[src/rtl/rx_header_parser_pkg.sv]
// rx_header_parser_pkg: shared header layout, RX FSM states and Ethernet constants
package rx_header_parser_pkg;
    localparam int          HDR_BYTES = 14;
    localparam logic [47:0] BCAST_MAC = 48'hFFFF_FFFF_FFFF;

    typedef struct packed {
        logic [47:0] dst_mac;
        logic [47:0] src_mac;
        logic [15:0] eth_type;
    } header;

    typedef enum logic [1:0] {IDLE, HDR, PAYLOAD, DROP} rx_state_t;
endpackage

[src/rtl/rx_header_parser_shift.sv]
// rx_shift_reg: shift-in register assembling the 14-byte header, first byte ends up most significant
// Ports: clk, rst (sync, active-high); clr restarts assembly; en shifts din in;
// hdr_nxt is the full 112-bit header as it stands once din is shifted in.
module rx_shift_reg
    import rx_header_parser_pkg::*;
(
    input  logic         clk,
    input  logic         rst,
    input  logic         clr,
    input  logic         en,
    input  logic [7:0]   din,
    output logic [111:0] hdr_nxt
);
    // Only 13 bytes are ever stored: the 14th is consumed straight from din
    // by the filter and the header capture in the same cycle.
    logic [103:0] q;

    assign hdr_nxt = {q, din};

    always_ff @(posedge clk) begin
        if (rst)
            q <= '0;
        else
            q <= clr ? {96'b0, en ? din : 8'b0} : en ? hdr_nxt[103:0] : q;
    end
endmodule

[src/rtl/rx_header_parser.sv]
// rx_header_parser: deserialises the Ethernet header, filters on destination MAC, forwards payload
// Ports: clk, rst (sync, active-high); rx_t* is the MAC RX byte stream (rx_tuser = bad frame at tlast);
// rx_header/hdr_valid report each accepted header; pay_t* carries the payload one cycle later;
// frame_done/frame_good report end of an accepted frame; drop_cnt counts dropped frames (saturating).
module rx_header_parser
    import rx_header_parser_pkg::*;
#(
    parameter logic [47:0] LOCAL_MAC = 48'h02_00_00_00_00_01,
    parameter bit          PROMISC   = 1'b0
) (
    input  logic        clk,
    input  logic        rst,
    input  logic [7:0]  rx_tdata,
    input  logic        rx_tvalid,
    input  logic        rx_tlast,
    input  logic        rx_tuser,
    output header       rx_header,
    output logic        hdr_valid,
    output logic [7:0]  pay_tdata,
    output logic        pay_tvalid,
    output logic        pay_tlast,
    output logic        frame_done,
    output logic        frame_good,
    output logic [15:0] drop_cnt
);
    rx_state_t   state, state_nxt;
    logic [3:0]  byte_cnt, byte_cnt_nxt;
    header       hdr_nxt;
    logic        last_hdr, match, hdr_fire, pay_beat, pay_end, drop_inc;

    rx_shift_reg u_shift (
        .clk     (clk),
        .rst     (rst),
        .clr     (state == IDLE),
        .en      (rx_tvalid && (state == IDLE || state == HDR)),
        .din     (rx_tdata),
        .hdr_nxt (hdr_nxt)
    );

    assign last_hdr = state == HDR && byte_cnt == 4'(HDR_BYTES - 1);
    assign match    = PROMISC || hdr_nxt.dst_mac == LOCAL_MAC || hdr_nxt.dst_mac == BCAST_MAC;

    always_ff @(posedge clk) begin
        if (rst) begin
            state    <= IDLE;
            byte_cnt <= '0;
        end else begin
            state    <= state_nxt;
            byte_cnt <= byte_cnt_nxt;
        end
    end

    // Any tlast ends the frame, so a runt arriving in IDLE or HDR falls straight back to IDLE.
    always_comb begin
        state_nxt = !rx_tvalid ? state :
                    rx_tlast ? IDLE :
                    state == IDLE ? HDR :
                    state != HDR ? state :
                    !last_hdr ? HDR :
                    match ? PAYLOAD : DROP;
    end

    always_comb begin
        hdr_fire     = rx_tvalid && last_hdr && !rx_tlast && match;
        pay_beat     = rx_tvalid && state == PAYLOAD;
        pay_end      = pay_beat && rx_tlast;
        drop_inc     = rx_tvalid && rx_tlast && (state != PAYLOAD || rx_tuser);
        byte_cnt_nxt = state == IDLE ? {3'b0, rx_tvalid} :
                       state == HDR && rx_tvalid ? byte_cnt + 4'd1 : byte_cnt;
    end

    always_ff @(posedge clk) begin
        if (rst) begin
            rx_header  <= '0;
            hdr_valid  <= 1'b0;
            pay_tdata  <= '0;
            pay_tvalid <= 1'b0;
            pay_tlast  <= 1'b0;
            frame_done <= 1'b0;
            frame_good <= 1'b0;
            drop_cnt   <= '0;
        end else begin
            rx_header  <= hdr_fire ? hdr_nxt : rx_header;
            hdr_valid  <= hdr_fire;
            pay_tdata  <= pay_beat ? rx_tdata : pay_tdata;
            pay_tvalid <= pay_beat;
            pay_tlast  <= pay_end;
            frame_done <= pay_end;
            frame_good <= pay_end && !rx_tuser;
            drop_cnt   <= drop_inc && drop_cnt != 16'hFFFF ? drop_cnt + 16'd1 : drop_cnt;
        end
    end
endmodule

[config.mk]
export PLATFORM = sky130hd
export DESIGN_NAME = rx_header_parser
export DESIGN_NICKNAME = d
export VERILOG_FILES = /design/src/rtl/rx_header_parser_pkg.sv /design/src/rtl/rx_header_parser_shift.sv /design/src/rtl/rx_header_parser.sv
export SDC_FILE = /design/constraint.sdc
export NUM_CORES = 1
export LEC_CHECK = 0
export BUFFER_PORTS_ARGS = -buffer_cell sky130_fd_sc_hd__buf_2
export CAP_MARGIN = 20
export CORE_UTILIZATION = 51
export DETAILED_ROUTE_END_ITERATION = 6
export PLACE_DENSITY = 0.74
export SKIP_CTS_REPAIR_TIMING = 1
export SKIP_LAST_GASP = 1
export SLEW_MARGIN = 5
export SYNTH_ARGS = -nofsm -noshare
export SYNTH_HDL_FRONTEND = slang
export SYNTH_SLANG_ARGS = --single-unit
[constraint.sdc]
create_clock -name clk -period 1.93 [get_ports clk]
set_input_delay 0 -clock clk [delete_from_list [all_inputs] [get_ports clk]]
set_output_delay 0 -clock clk [all_outputs]
set_load 0.03 [all_outputs]
# After elaboration in Yosys (flattened, before gate mapping)
# Cells that the tools add are included.
# totals
reg_bits	250
latch_bits	0
mem_bits_rw	0
mem_bits_ro	0
inputBits	13
out_inout_bits	141
elab_cells	57
memories	0
# op_classes
add_sub_neg	2
multipliers	0
div	0
order_cmp	0
eq_ne	9
n_shift	0
muxes	10
bitwise	0
reduce_logical	22
# op_table
op	n
equality test 48 x 42 -> 1 bit, second input constant	1
equality test 48 bit, second input constant	1
2-to-1 mux 8 bit	3
adder 16 x 1 -> 16 bit, second input constant	1
inequality test 16 bit, second input constant	1
logical AND 1 bit	12
2-to-1 mux 2 bit	4
adder 4 x 1 -> 4 bit, second input constant	1
equality test 4 bit, second input constant	1
nonzero test 2 bit	2
logical OR 1 bit	3
2-to-1 mux 1 bit	3
inequality test 3 x 2 -> 1 bit, second input constant	1
equality test 2 x 1 -> 1 bit, second input constant	1
equality test 2 bit, second input constant	1
logical NOT 1 bit	2
logical NOT 2 bit	1
inequality test 2 x 1 -> 1 bit, second input constant	1
inequality test 2 bit, second input constant	1
AND reduction 2 bit	1
OR reduction 2 bit	1

# Logic depth before layout (Yosys ltp)
# Gate-level depths: netlist of run 1.
# logic_depth
ltp_word	7
ltp_mapped	9
ltp_nobuf	7

# Cells and area by module
# From an unflattened synthesis of run 1, not the netlist that was laid out.
# unflattened
hier_cells	1014
area_unflattened_um2	9521.6
# modules_own_cells
module	n_inst	cells_per_inst	area_per_inst_um2	seq_area_each_um2
rx_header_parser	1	659	5680.4	2922.8
rx_shift_reg	1	355	3841.2	2082.0

# Worst setup path before layout of run 1
# Ideal clock, no wire load.
# synth_timing
kind	register to register
start	register drop_cnt[0]
end	register drop_cnt[5]
setup_ns	0.070
t_arrival_ns	1.940
required_time_ns	1.860
path_slack_ns	-0.081
stages_incl_launch_ff	9
n_path_buf	2
period_less_slack_ns	2.011
cell_sequence	dfxtp_1 -> ha_1 -> and3_1 -> and3_1 -> clkbuf_1 -> a21o_1 -> clkbuf_1 -> or3_1 -> a21oi_1
# synth_via
elab_chain_cells	2
elab_cells_between_ends	3
cone_classes	add/sub: 1; eq/ne: 1; reduce/logical: 1
# synth_rtl
element	line_no	source
from (decl)	rx_header_parser.sv:24	output logic [15:0] drop_cnt
from (signal assigned)	rx_header_parser.sv:90	drop_cnt <= drop_inc && drop_cnt != 16'hFFFF ? drop_cnt + 16'd1 : drop_cnt;
branches (longest 2 deep; another with adder 16 x 1 -> 16 bit)	n/a	
# Parallel ways; which one is timed is not known.
# A chain may end at the register's enable or synchronous reset.

# Final worst setup path of run 1
# layout_timing
start	register u_shift.q[84]
end	register rx_header[36] (netlist name)
# layout_via
elab_chain_cells	3
elab_cells_between_ends	4
cone_classes	eq/ne: 2; reduce/logical: 2
# layout_rtl
element	line_no	source
from (decl)	rx_header_parser_shift.sv:16	logic [103:0] q;
from (signal assigned)	rx_header_parser_shift.sv:24	q <= clr ? {96'b0, en ? din : 8'b0} : en ? hdr_nxt[103:0] : q;
equality test 48 x 42 -> 1 bit / equality test 48 bit (equally long branches)	rx_header_parser.sv:41	assign match = PROMISC || hdr_nxt.dst_mac == LOCAL_MAC || hdr_nxt.dst_mac == BCAST_MAC;
logical OR 1 bit (*)	rx_header_parser.sv:41	
logical AND 1 bit (*)	rx_header_parser.sv:64	hdr_fire = rx_tvalid && last_hdr && !rx_tlast && match;
to (signal assigned)	rx_header_parser.sv:83	rx_header <= hdr_fire ? hdr_nxt : rx_header;
to (decl)	rx_header_parser.sv:17	output header rx_header,
# Every way passes the cells marked *; elsewhere a longest branch is shown, timed or not.

==> results of run 1 <==
-- flip-flops by register name (all words and copies together) (netlist names) --
signal	cells
frame_good	1
drop_cnt	16
pay_tdata	8
u_shift.q	104
pay_tvalid	1
rx_header	112
frame_done	1
state	2
hdr_valid	1
byte_cnt	4
-- kinds of logic (layout without fill, tap and decap cells) --
logic type / Yosys count / count (layout) / synth area share, %
and+or+nand+nor: 441 / 441 / 22.50
DFF: 250 / 250 / 51.57
AOI/OAI and AO/OA: 233 / 233 / 12.66
buffers and inverters: 94 / 304 / 4.435
muxes: 74 / 74 / 7.633
xor gates and xnor gates: 9 / 9 / 0.8123
adders and majority gates: 3 / 3 / 0.3868
-- layer usage --
layer / global-route usage, % / routed length [um] / share of wire, %
met5: 0 / 0 / 0
met1: 29.64 / 10590 / 44
met4: 6.362 / 476 / 2.0
met3: 3.350 / 1006 / 4.2
met2: 37.95 / 11890 / 50
-- layout by cell type, fill, tap and decap left out, drive strengths merged, types with 8 or more instances in the layout --
| cell | instances |
|---|---|
| o21ai | 52 |
| nor2 | 33 |
| inv | 8 |
| a21oi | 158 |
| buf | 234 |
| nand2b | 128 |
| mux2i | 74 |
| nand4 | 20 |
| a22oi | 9 |
| nand2 | 204 |
| dfxtp | 250 |
| dlygate4sd3 | 12 |
| nor4 | 17 |
| or3 | 8 |
| clkbuf | 42 |
-- where the power goes --
part | internal, W | leakage (nW) | switching [W]
Sequential | 0.00517 | 2.03 | 0.0000148
Combinational | 0.000118 | 2.83 | 0.000209
Clock | 0.00271 | 0.381 | 0.00196
-- worst min path at each step --
stage	start	end	depth (start not counted)
final	rx_tuser	frame_good$_SDFF_PP0_	3
after detailed placement	rx_tuser	frame_good$_SDFF_PP0_	2
after global placement	rx_tuser	frame_good$_SDFF_PP0_	2
after global routing	rx_tuser	frame_good$_SDFF_PP0_	3
after floorplan	rx_tuser	frame_good$_SDFF_PP0_	1
after CTS	rx_tuser	frame_good$_SDFF_PP0_	2
-- through the flow --
step	util, %	std cells	hold WS [ns]	setup WS [ns]
3_5_place_dp	59.36	1480	0.2234	-0.2408
5_1_grt	65.87	1548	0.2410	-0.2744
4_1_cts	63.58	1524	-0.3082	-0.2625
3_3_place_gp	59.36	1480	0.2211	-0.1526
6_report	65.87	1548	0.2380	-0.2156
2_1_floorplan	-	1104	0.07161	-0.006304
-- synthesized netlist by cell type, drive strengths merged, types with 2 or more instances --
master | count | area (um2)
dfxtp | 250 | 5005
nand3 | 7 | 35.03
o21ai | 52 | 260.3
and3 | 4 | 25.02
mux2i | 74 | 740.7
a311oi | 2 | 17.52
a211oi | 6 | 45.04
or4 | 6 | 48.80
nor3 | 4 | 20.02
nor2 | 33 | 123.9
nor3b | 2 | 15.01
ha | 3 | 37.54
nand4 | 20 | 125.1
nor4 | 17 | 112.6
nand2 | 204 | 765.7
or3 | 8 | 50.05
nand2b | 128 | 800.8
nor2b | 3 | 18.77
a21oi | 158 | 790.8
buf | 18 | 145.1
a21o | 2 | 15.01
inv | 8 | 30.03
xor2 | 2 | 17.52
xnor2 | 7 | 61.31
a22oi | 9 | 67.56
clkbuf | 68 | 255.2
-- cell type report --
cell class	instances	area, um2	area share (%)
inverter	8	30.03	0.2437
clock inverter	8	72.57	0.5890
sequential	250	5034	40.85
tap	234	292.8	2.376
timing repair buffer	252	1812	14.70
clock buffer	36	716.9	5.819
multi-input combinational	760	4363	35.41
-- critical path, cell delays in order (launching register included) --
cell       delay (ns)
dfxtp_1          0.38
nand4_1          0.11
or4_4            0.56
nor4_2           0.29
buf_4            0.17
a21oi_4          0.05
clkbuf_16        0.19
clkbuf_16        0.17
mux2i_1          0.12
==> results.sh, run 1 <==
export IMPL_period_needed_ns=2.146
export IMPL_ir_worst_vdd_mv=0.6034
export IMPL_start_util_pct=51.88
export IMPL_postRouteAntennaNets=0
export IMPL_avgViaCountPerCell=5.358
export IMPL_netlist_area_um2=9704
export IMPL_regToRegSetupSlack_ns=-0.22
export IMPL_core_um2=18710
export IMPL_tightest_slew_ns=0.5608
export IMPL_yosysSeqAreaShare_pct=51.57
export IMPL_grt_setup_unrepaired="true"
export IMPL_status="finished, violations left"
export IMPL_skew_ns=0.008685
export IMPL_n_antenna_cell=0
export IMPL_hold_class="input pin to flop"
export IMPL_max_cap_violations=0
export IMPL_cts_sinks=250
export IMPL_drtIter0Drc=491
export IMPL_startpoint_type="flop"
export IMPL_relSlewSlack_pct=62.61
export IMPL_startpoint="u_shift.q[84]$_SDFFE_PP0P_"
export IMPL_numPortBuffers=153
export IMPL_placed_area_um2=11100
export IMPL_wl_per_cell_um=15.48
export IMPL_globalplace_congestion=0.8163
export IMPL_fin_setup_tns_ns=-16.38
export IMPL_grt_max_degree=110
export IMPL_grt_total_usage_pct=22.40
export IMPL_cts_tree="yes"
export IMPL_crit_path_end_kind="flop"
export IMPL_synthesis_nets=1120
export IMPL_synth_edf_count=0
export IMPL_antenna_found_initial=0
export IMPL_final_layout_size_suffix_gt1_share_pct=24.28
export IMPL_cts_max_level=1
export IMPL_insertion_delay_ns=0.51
export IMPL_required_ns=2.32
export IMPL_drc_errors=0
export IMPL_num_rows=50
export IMPL_fin_area_um2=12320
export IMPL_syn_area_per_cell_um2=8.790
export IMPL_dp_hpwl_um=14090
export IMPL_ys_flop_type="dfxtp_1"
export IMPL_reg2reg_depth=8
export IMPL_fp_dieW_um=139.9
export IMPL_max_freq_mhz=466.1
export IMPL_clk_path_buf_depth=3
export IMPL_drtPass1Iterations=5
export IMPL_timing_final_crit_share_pct=111.2
export IMPL_layout_nets=1313
export IMPL_power_total_w=0.01018
export IMPL_syn_to_final_growth_pct=26.96
export IMPL_grt_first_pass_wirelength_um=36710
export IMPL_synth_seq_cells=250
export IMPL_r2r_end="rx_header[36]$_SDFFE_PP0P_"
export IMPL_grt_overflow_total=0
export IMPL_worst_slack_ns=-0.2156
export IMPL_wl_um=23960
export IMPL_final_max_slew_viol_count=0
export IMPL_p_per_area_nw_per_um2=826.5
export IMPL_netlist_instances=1104
export IMPL_synthDistinctLibCells=41
export IMPL_cp_max_fo=8
export IMPL_final_hold_violation_count=0
export IMPL_fp_dieH_um=139.9
export IMPL_vias=8294
export IMPL_cts_root_buf="clkbuf_16"
export IMPL_ys_warn_count=0
export IMPL_async_reset_ff_share_pct=0
export IMPL_cp_endpoint="rx_header[36]$_SDFFE_PP0P_"
export IMPL_grt_pass1_vias=7492
export IMPL_crit_arrival_ns=2.54
export IMPL_r2r_start="u_shift.q[84]$_SDFFE_PP0P_"
export IMPL_cts_clk_slew_worst_paths_ns=0.06
export IMPL_setup_viol=112
export IMPL_dieArea_um2=19580
export IMPL_io_pins=154
export IMPL_n_fill_cell=1494
export IMPL_crit_type="flop to flop"
export IMPL_leakage_nw=5.236
export IMPL_cts_buffers=25
export IMPL_violations="negative setup slack"
Power figures use the tool's default switching activity.
==> inputs of run 2 (changes only) <==
- RECOVER_POWER: not set -> 100
==> results.sh, run 2 (synthesized netlist as in run 1, its figures left out) <==
export IMPL_status="finished, violations left"
export IMPL_violations="negative setup slack"
export IMPL_tightest_slew_ns=0.8093
export IMPL_startpoint="u_shift.q[84]$_SDFFE_PP0P_"
export IMPL_insertion_delay_ns=0.51
export IMPL_largest_register="rx_header"
export IMPL_fp_dieW_um=139.9
export IMPL_postRouteAntennaNets=0
export IMPL_crit_arrival_ns=2.54
export IMPL_placed_area_um2=11100
export IMPL_grt_total_usage_pct=22.40
export IMPL_cts_max_level=1
export IMPL_cts_sinks=250
export IMPL_p_per_area_nw_per_um2=839.0
export IMPL_largest_reg_flops=112
export IMPL_drc_errors=0
export IMPL_cts_tree="yes"
export IMPL_skew_ns=0.008701
export IMPL_fin_area_um2=12130
export IMPL_syn_to_final_growth_pct=24.97
export IMPL_layout_nets=1313
export IMPL_grt_overflow_total=0
export IMPL_n_antenna_cell=0
export IMPL_numPortBuffers=153
export IMPL_regToRegSetupSlack_ns=-0.22
export IMPL_dp_cells=1480
export IMPL_r2r_end="rx_header[36]$_SDFFE_PP0P_"
export IMPL_grt_first_pass_wirelength_um=36710
export IMPL_setup_viol=112
export IMPL_final_max_slew_viol_count=0
export IMPL_vias=8309
export IMPL_final_hold_violation_count=0
export IMPL_start_util_pct=51.88
export IMPL_crit_type="flop to flop"
export IMPL_ir_worst_vdd_mv=0.6050
export IMPL_core_um2=18710
export IMPL_max_cap_violations=0
export IMPL_worst_slack_ns=-0.2186
export IMPL_max_freq_mhz=465.4
export IMPL_cts_root_buf="clkbuf_16"
export IMPL_clk_path_buf_depth=3
export IMPL_hold_class="input pin to flop"
export IMPL_grt_pass1_vias=7492
export IMPL_relSlewSlack_pct=46.05
export IMPL_grt_setup_unrepaired="true"
export IMPL_reg2reg_depth=8
export IMPL_io_pins=154
export IMPL_globalplace_congestion=0.8163
export IMPL_r2r_start="u_shift.q[84]$_SDFFE_PP0P_"
export IMPL_leakage_nw=4.606
export IMPL_grt_max_degree=110
export IMPL_largestRegisters="rx_header x112, u_shift.q x104, drop_cnt x16"
export IMPL_cp_endpoint="rx_header[36]$_SDFFE_PP0P_"
export IMPL_wl_um=23990
export IMPL_cp_max_fo=8
export IMPL_antenna_found_initial=0
export IMPL_drtIter0Drc=538
export IMPL_cts_buffers=25
export IMPL_final_layout_size_suffix_gt1_share_pct=13.39
export IMPL_startpoint_type="flop"
export IMPL_avgViaCountPerCell=5.368
export IMPL_wl_per_cell_um=15.50
export IMPL_crit_path_end_kind="flop"
export IMPL_layout_common_cells="dfxtp_1 (230), nand2_1 (203), a21oi_1 (154), clkbuf_1 (147), nand2b_1 (128)"
export IMPL_num_rows=50
export IMPL_final_cells=1548
export IMPL_dieArea_um2=19580
export IMPL_layout_commonest_cell="dfxtp_1"
export IMPL_drtPass1Iterations=4
export IMPL_timing_final_crit_share_pct=111.3
export IMPL_dp_hpwl_um=14090
export IMPL_fp_dieH_um=139.9
export IMPL_cts_clk_slew_worst_paths_ns=0.06
export IMPL_period_needed_ns=2.149
export IMPL_required_ns=2.33
run 2: changes by cell type in the layout (fill, tap and decap cells not counted), sizes merged:
cell	delta
clkbuf	+143
buf	-143
run 2: critical path, stage by stage, from the launching register on:
cell and delay [ns]:
dfxtp_1 0.38, nand4_1 0.11, or4_4 0.56, nor4_2 0.29
buf_4 0.17, a21oi_4 0.05, clkbuf_16 0.19, clkbuf_16 0.17
mux2i_1 0.12
run 2: cell type report:
class | count | area, um2
Inverter | 8 | 30.03
Timing Repair Buffer | 252 | 1622
Tap cell | 234 | 292.8
Sequential cell | 250 | 5032
Clock buffer | 36 | 716.9
Clock inverter | 8 | 72.57
Fill cell | 1570 | 6578
Multi-Input combinational cell | 760 | 4362
run 2: where the power goes:
part           leakage (nW)  switching (W)  total (W)  internal [W]
clock network         0.381        0.00196    0.00467       0.00271
logic                  2.20       0.000207   0.000323      0.000115
registers              2.03      0.0000148    0.00519       0.00517
total                  4.61        0.00218     0.0102       0.00800
run 2: through the flow:
| step | util (%) | setup TNS, ns | total power, W | setup slack [ns] | hold WS, ns |
|---|---|---|---|---|---|
| after floorplan | - | -0.2468 | 0.005514 | -0.006304 | 0.07161 |
| after global placement | 59.36 | -13.07 | 0.005604 | -0.1526 | 0.2211 |
| after detailed placement | 59.36 | -13.93 | 0.005607 | -0.2408 | 0.2234 |
| after CTS | 63.58 | -17.27 | 0.01023 | -0.2625 | -0.3082 |
| after global routing | 64.84 | -26.24 | 0.01049 | -0.2744 | 0.2410 |
| final | 64.84 | -16.79 | 0.01018 | -0.2186 | 0.2378 |
run 2: how the worst min path moves through the flow:
stage | startpoint | slack [ns] | depth (start not counted) | endpoint
finish | rx_tuser | 0.24 | 3 | frame_good$_SDFF_PP0_
floorplan | rx_tuser | 0.07 | 1 | frame_good$_SDFF_PP0_
CTS | rx_tuser | -0.31 | 2 | frame_good$_SDFF_PP0_
global route | rx_tuser | 0.24 | 3 | frame_good$_SDFF_PP0_
detailed placement | rx_tuser | 0.22 | 2 | frame_good$_SDFF_PP0_
global placement | rx_tuser | 0.22 | 2 | frame_good$_SDFF_PP0_
run 2: routing by layer:
layer / GRT usage, % / part of all wire [%] / vias up / wire length (um)
li1: - / - / 4109 / -
met4: 6.362 / 1.9 / 0 / 454
met3: 3.350 / 4.5 / 34 / 1077
met1: 29.64 / 44 / 3967 / 10440
met5: 0 / 0 / - / 0
met2: 37.95 / 50 / 199 / 12020
==> inputs of run 3 (changes only) <==
- CELL_PAD_IN_SITES_DETAIL_PLACEMENT: not set -> 1
- CELL_PAD_IN_SITES_GLOBAL_PLACEMENT: not set -> 2
- CORE_UTILIZATION: 51 -> 31
==> results.sh, run 3 (synthesized netlist as in run 1, its figures left out) <==
export IMPL_globalplace_congestion=0.7575
export IMPL_drc_errors=0
export IMPL_required_ns=2.39
export IMPL_timing_final_crit_share_pct=108.2
export IMPL_grt_overflow_total=0
export IMPL_startpoint_type="flop"
export IMPL_dieArea_um2=32020
export IMPL_layout_commonest_cell="dfxtp_1"
export IMPL_cts_max_level=1
export IMPL_grt_total_usage_pct=16.86
export IMPL_vias=8314
export IMPL_cts_root_buf="clkbuf_16"
export IMPL_setup_viol=110
export IMPL_crit_buf_inv=1
export IMPL_skew_ns=0.01269
export IMPL_grt_max_degree=110
export IMPL_ir_worst_vdd_mv=0.5813
export IMPL_wl_um=27310
export IMPL_cts_tree="yes"
export IMPL_final_max_slew_viol_count=0
export IMPL_fp_dieH_um=178.9
export IMPL_placed_area_um2=11390
export IMPL_insertion_delay_ns=0.53
export IMPL_cp_common_cell="or4_4"
export IMPL_crit_type="flop to flop"
export IMPL_avgViaCountPerCell=4.848
export IMPL_layout_common_cells="dfxtp_1 (232), nand2_1 (204), a21oi_1 (154), clkbuf_1 (151), nand2b_1 (128)"
export IMPL_largest_reg_flops=112
export IMPL_hold_class="input pin to flop"
export IMPL_numPortBuffers=153
export IMPL_status="finished, violations left"
export IMPL_largestRegisters="rx_header x112, u_shift.q x104, drop_cnt x16"
export IMPL_n_antenna_cell=0
export IMPL_fin_util_pct=40.23
export IMPL_core_um2=30670
export IMPL_crit_path_end_kind="flop"
export IMPL_path_cells="nand4_1 > or4_4 > or4_4 > buf_12 > a21oi_1"
export IMPL_crit_arrival_ns=2.55
export IMPL_wl_per_cell_um=15.93
export IMPL_violations="negative setup slack"
export IMPL_relSlewSlack_pct=42.73
export IMPL_drtIter0Drc=375
export IMPL_slowest_delay_ns=0.63
export IMPL_drtPass1Iterations=4
export IMPL_io_pins=154
export IMPL_start_util_pct=31.64
export IMPL_whs_ns=0.2081
export IMPL_period_needed_ns=2.088
export IMPL_grt_setup_unrepaired="true"
export IMPL_max_freq_mhz=478.9
export IMPL_p_per_area_nw_per_um2=891.8
export IMPL_syn_to_final_growth_pct=27.13
export IMPL_fp_dieW_um=178.9
export IMPL_grt_first_pass_wirelength_um=43890
export IMPL_max_cap_violations=0
export IMPL_clk_path_buf_depth=3
export IMPL_cts_buffers=28
export IMPL_tightest_slew_ns=0.8591
export IMPL_cp_max_fo=23
export IMPL_cts_sinks=250
export IMPL_final_hold_violation_count=0
export IMPL_largest_register="rx_header"
export IMPL_crit_slowest_cell="or4_4"
export IMPL_antenna_found_initial=0
export IMPL_num_rows=64
export IMPL_final_layout_size_suffix_gt1_share_pct=13.27
export IMPL_grt_pass1_vias=8514
export IMPL_crit_family="simple AND/OR/NAND/NOR gates"
export IMPL_cts_clk_slew_worst_paths_ns=0.06
export IMPL_postRouteAntennaNets=0
export IMPL_dp_hpwl_um=17320
export IMPL_leakage_nw=4.621
export IMPL_fin_area_um2=12340
export IMPL_layout_nets=1318
export IMPL_worst_slack_ns=-0.1582
==> run 3: cell count changes in the layout (fill, tap and decap cells not counted), moves of 3 or more <==
cell	change
buf_4	+6
o21ai_1	+12
bufinv_16	+3
clkinvlp_4	-3
o21ai_0	-14
clkbuf_1	+4
==> run 3: metal layers <==
| metal | vias up | GRT usage (%) | part of all wire (%) |
|---|---|---|---|
| li1 | 4120 | - | - |
| met1 | 4052 | 21.84 | 46 |
| met2 | 108 | 28.89 | 49 |
| met3 | 34 | 3.096 | 3.8 |
| met4 | 0 | 3.708 | 1.5 |
| met5 | - | 0 | 0 |
==> run 3: metrics by stage <==
step / std cells / total power [W] / TNS [ns] / setup WS (ns)
after floorplan: 1104 / 0.005514 / -0.2468 / -0.006304
after global placement: 1653 / 0.005632 / -11.03 / -0.1166
final: 1715 / 0.01100 / -12.64 / -0.1582
after global routing: 1715 / 0.01141 / -22.05 / -0.2496
after CTS: 1700 / 0.01115 / -13.51 / -0.1734
after detailed placement: 1653 / 0.005634 / -11.24 / -0.1307
==> run 3: cell type report <==
cell class / count / area [um2]
tap: 396 / 495.5
fill: 3656 / 18330
timing repair buffer: 254 / 1491
sequential: 250 / 5027
inverter: 8 / 30.03
clock inverter: 6 / 130.1
multi-input combinational: 760 / 4352
clock buffer: 41 / 810.8
==> run 3: worst reg2reg max path, delay by kind of cell, from the launching register on <==
kind	cells	cell delay (ns)
AND/OR/NAND/NOR	3	1.34
flip-flops	1	0.35
AO/OA/AOI/OAI	1	0.14
buffers and inverters	1	0.20
==> run 3: worst paths after layout <==
check                                  start                         end  slack (ns)  cells after the start
setup / recovery  u_shift.q[81]$_SDFFE_PP0P_  rx_header[75]$_SDFFE_PP0P_       -0.16                      5
setup reg to reg  u_shift.q[81]$_SDFFE_PP0P_  rx_header[75]$_SDFFE_PP0P_       -0.16                      5
hold reg to reg   rx_header[64]$_SDFFE_PP0P_  rx_header[64]$_SDFFE_PP0P_        0.45                      2
hold / removal                      rx_tuser       frame_good$_SDFF_PP0_        0.21                      3
==> run 3: where the power goes <==
group,total [W],internal [W],switching (W)
sequential,0.00519,0.00518,0.0000148
combinational,0.000335,0.000116,0.000219
clock,0.00548,0.00341,0.00207
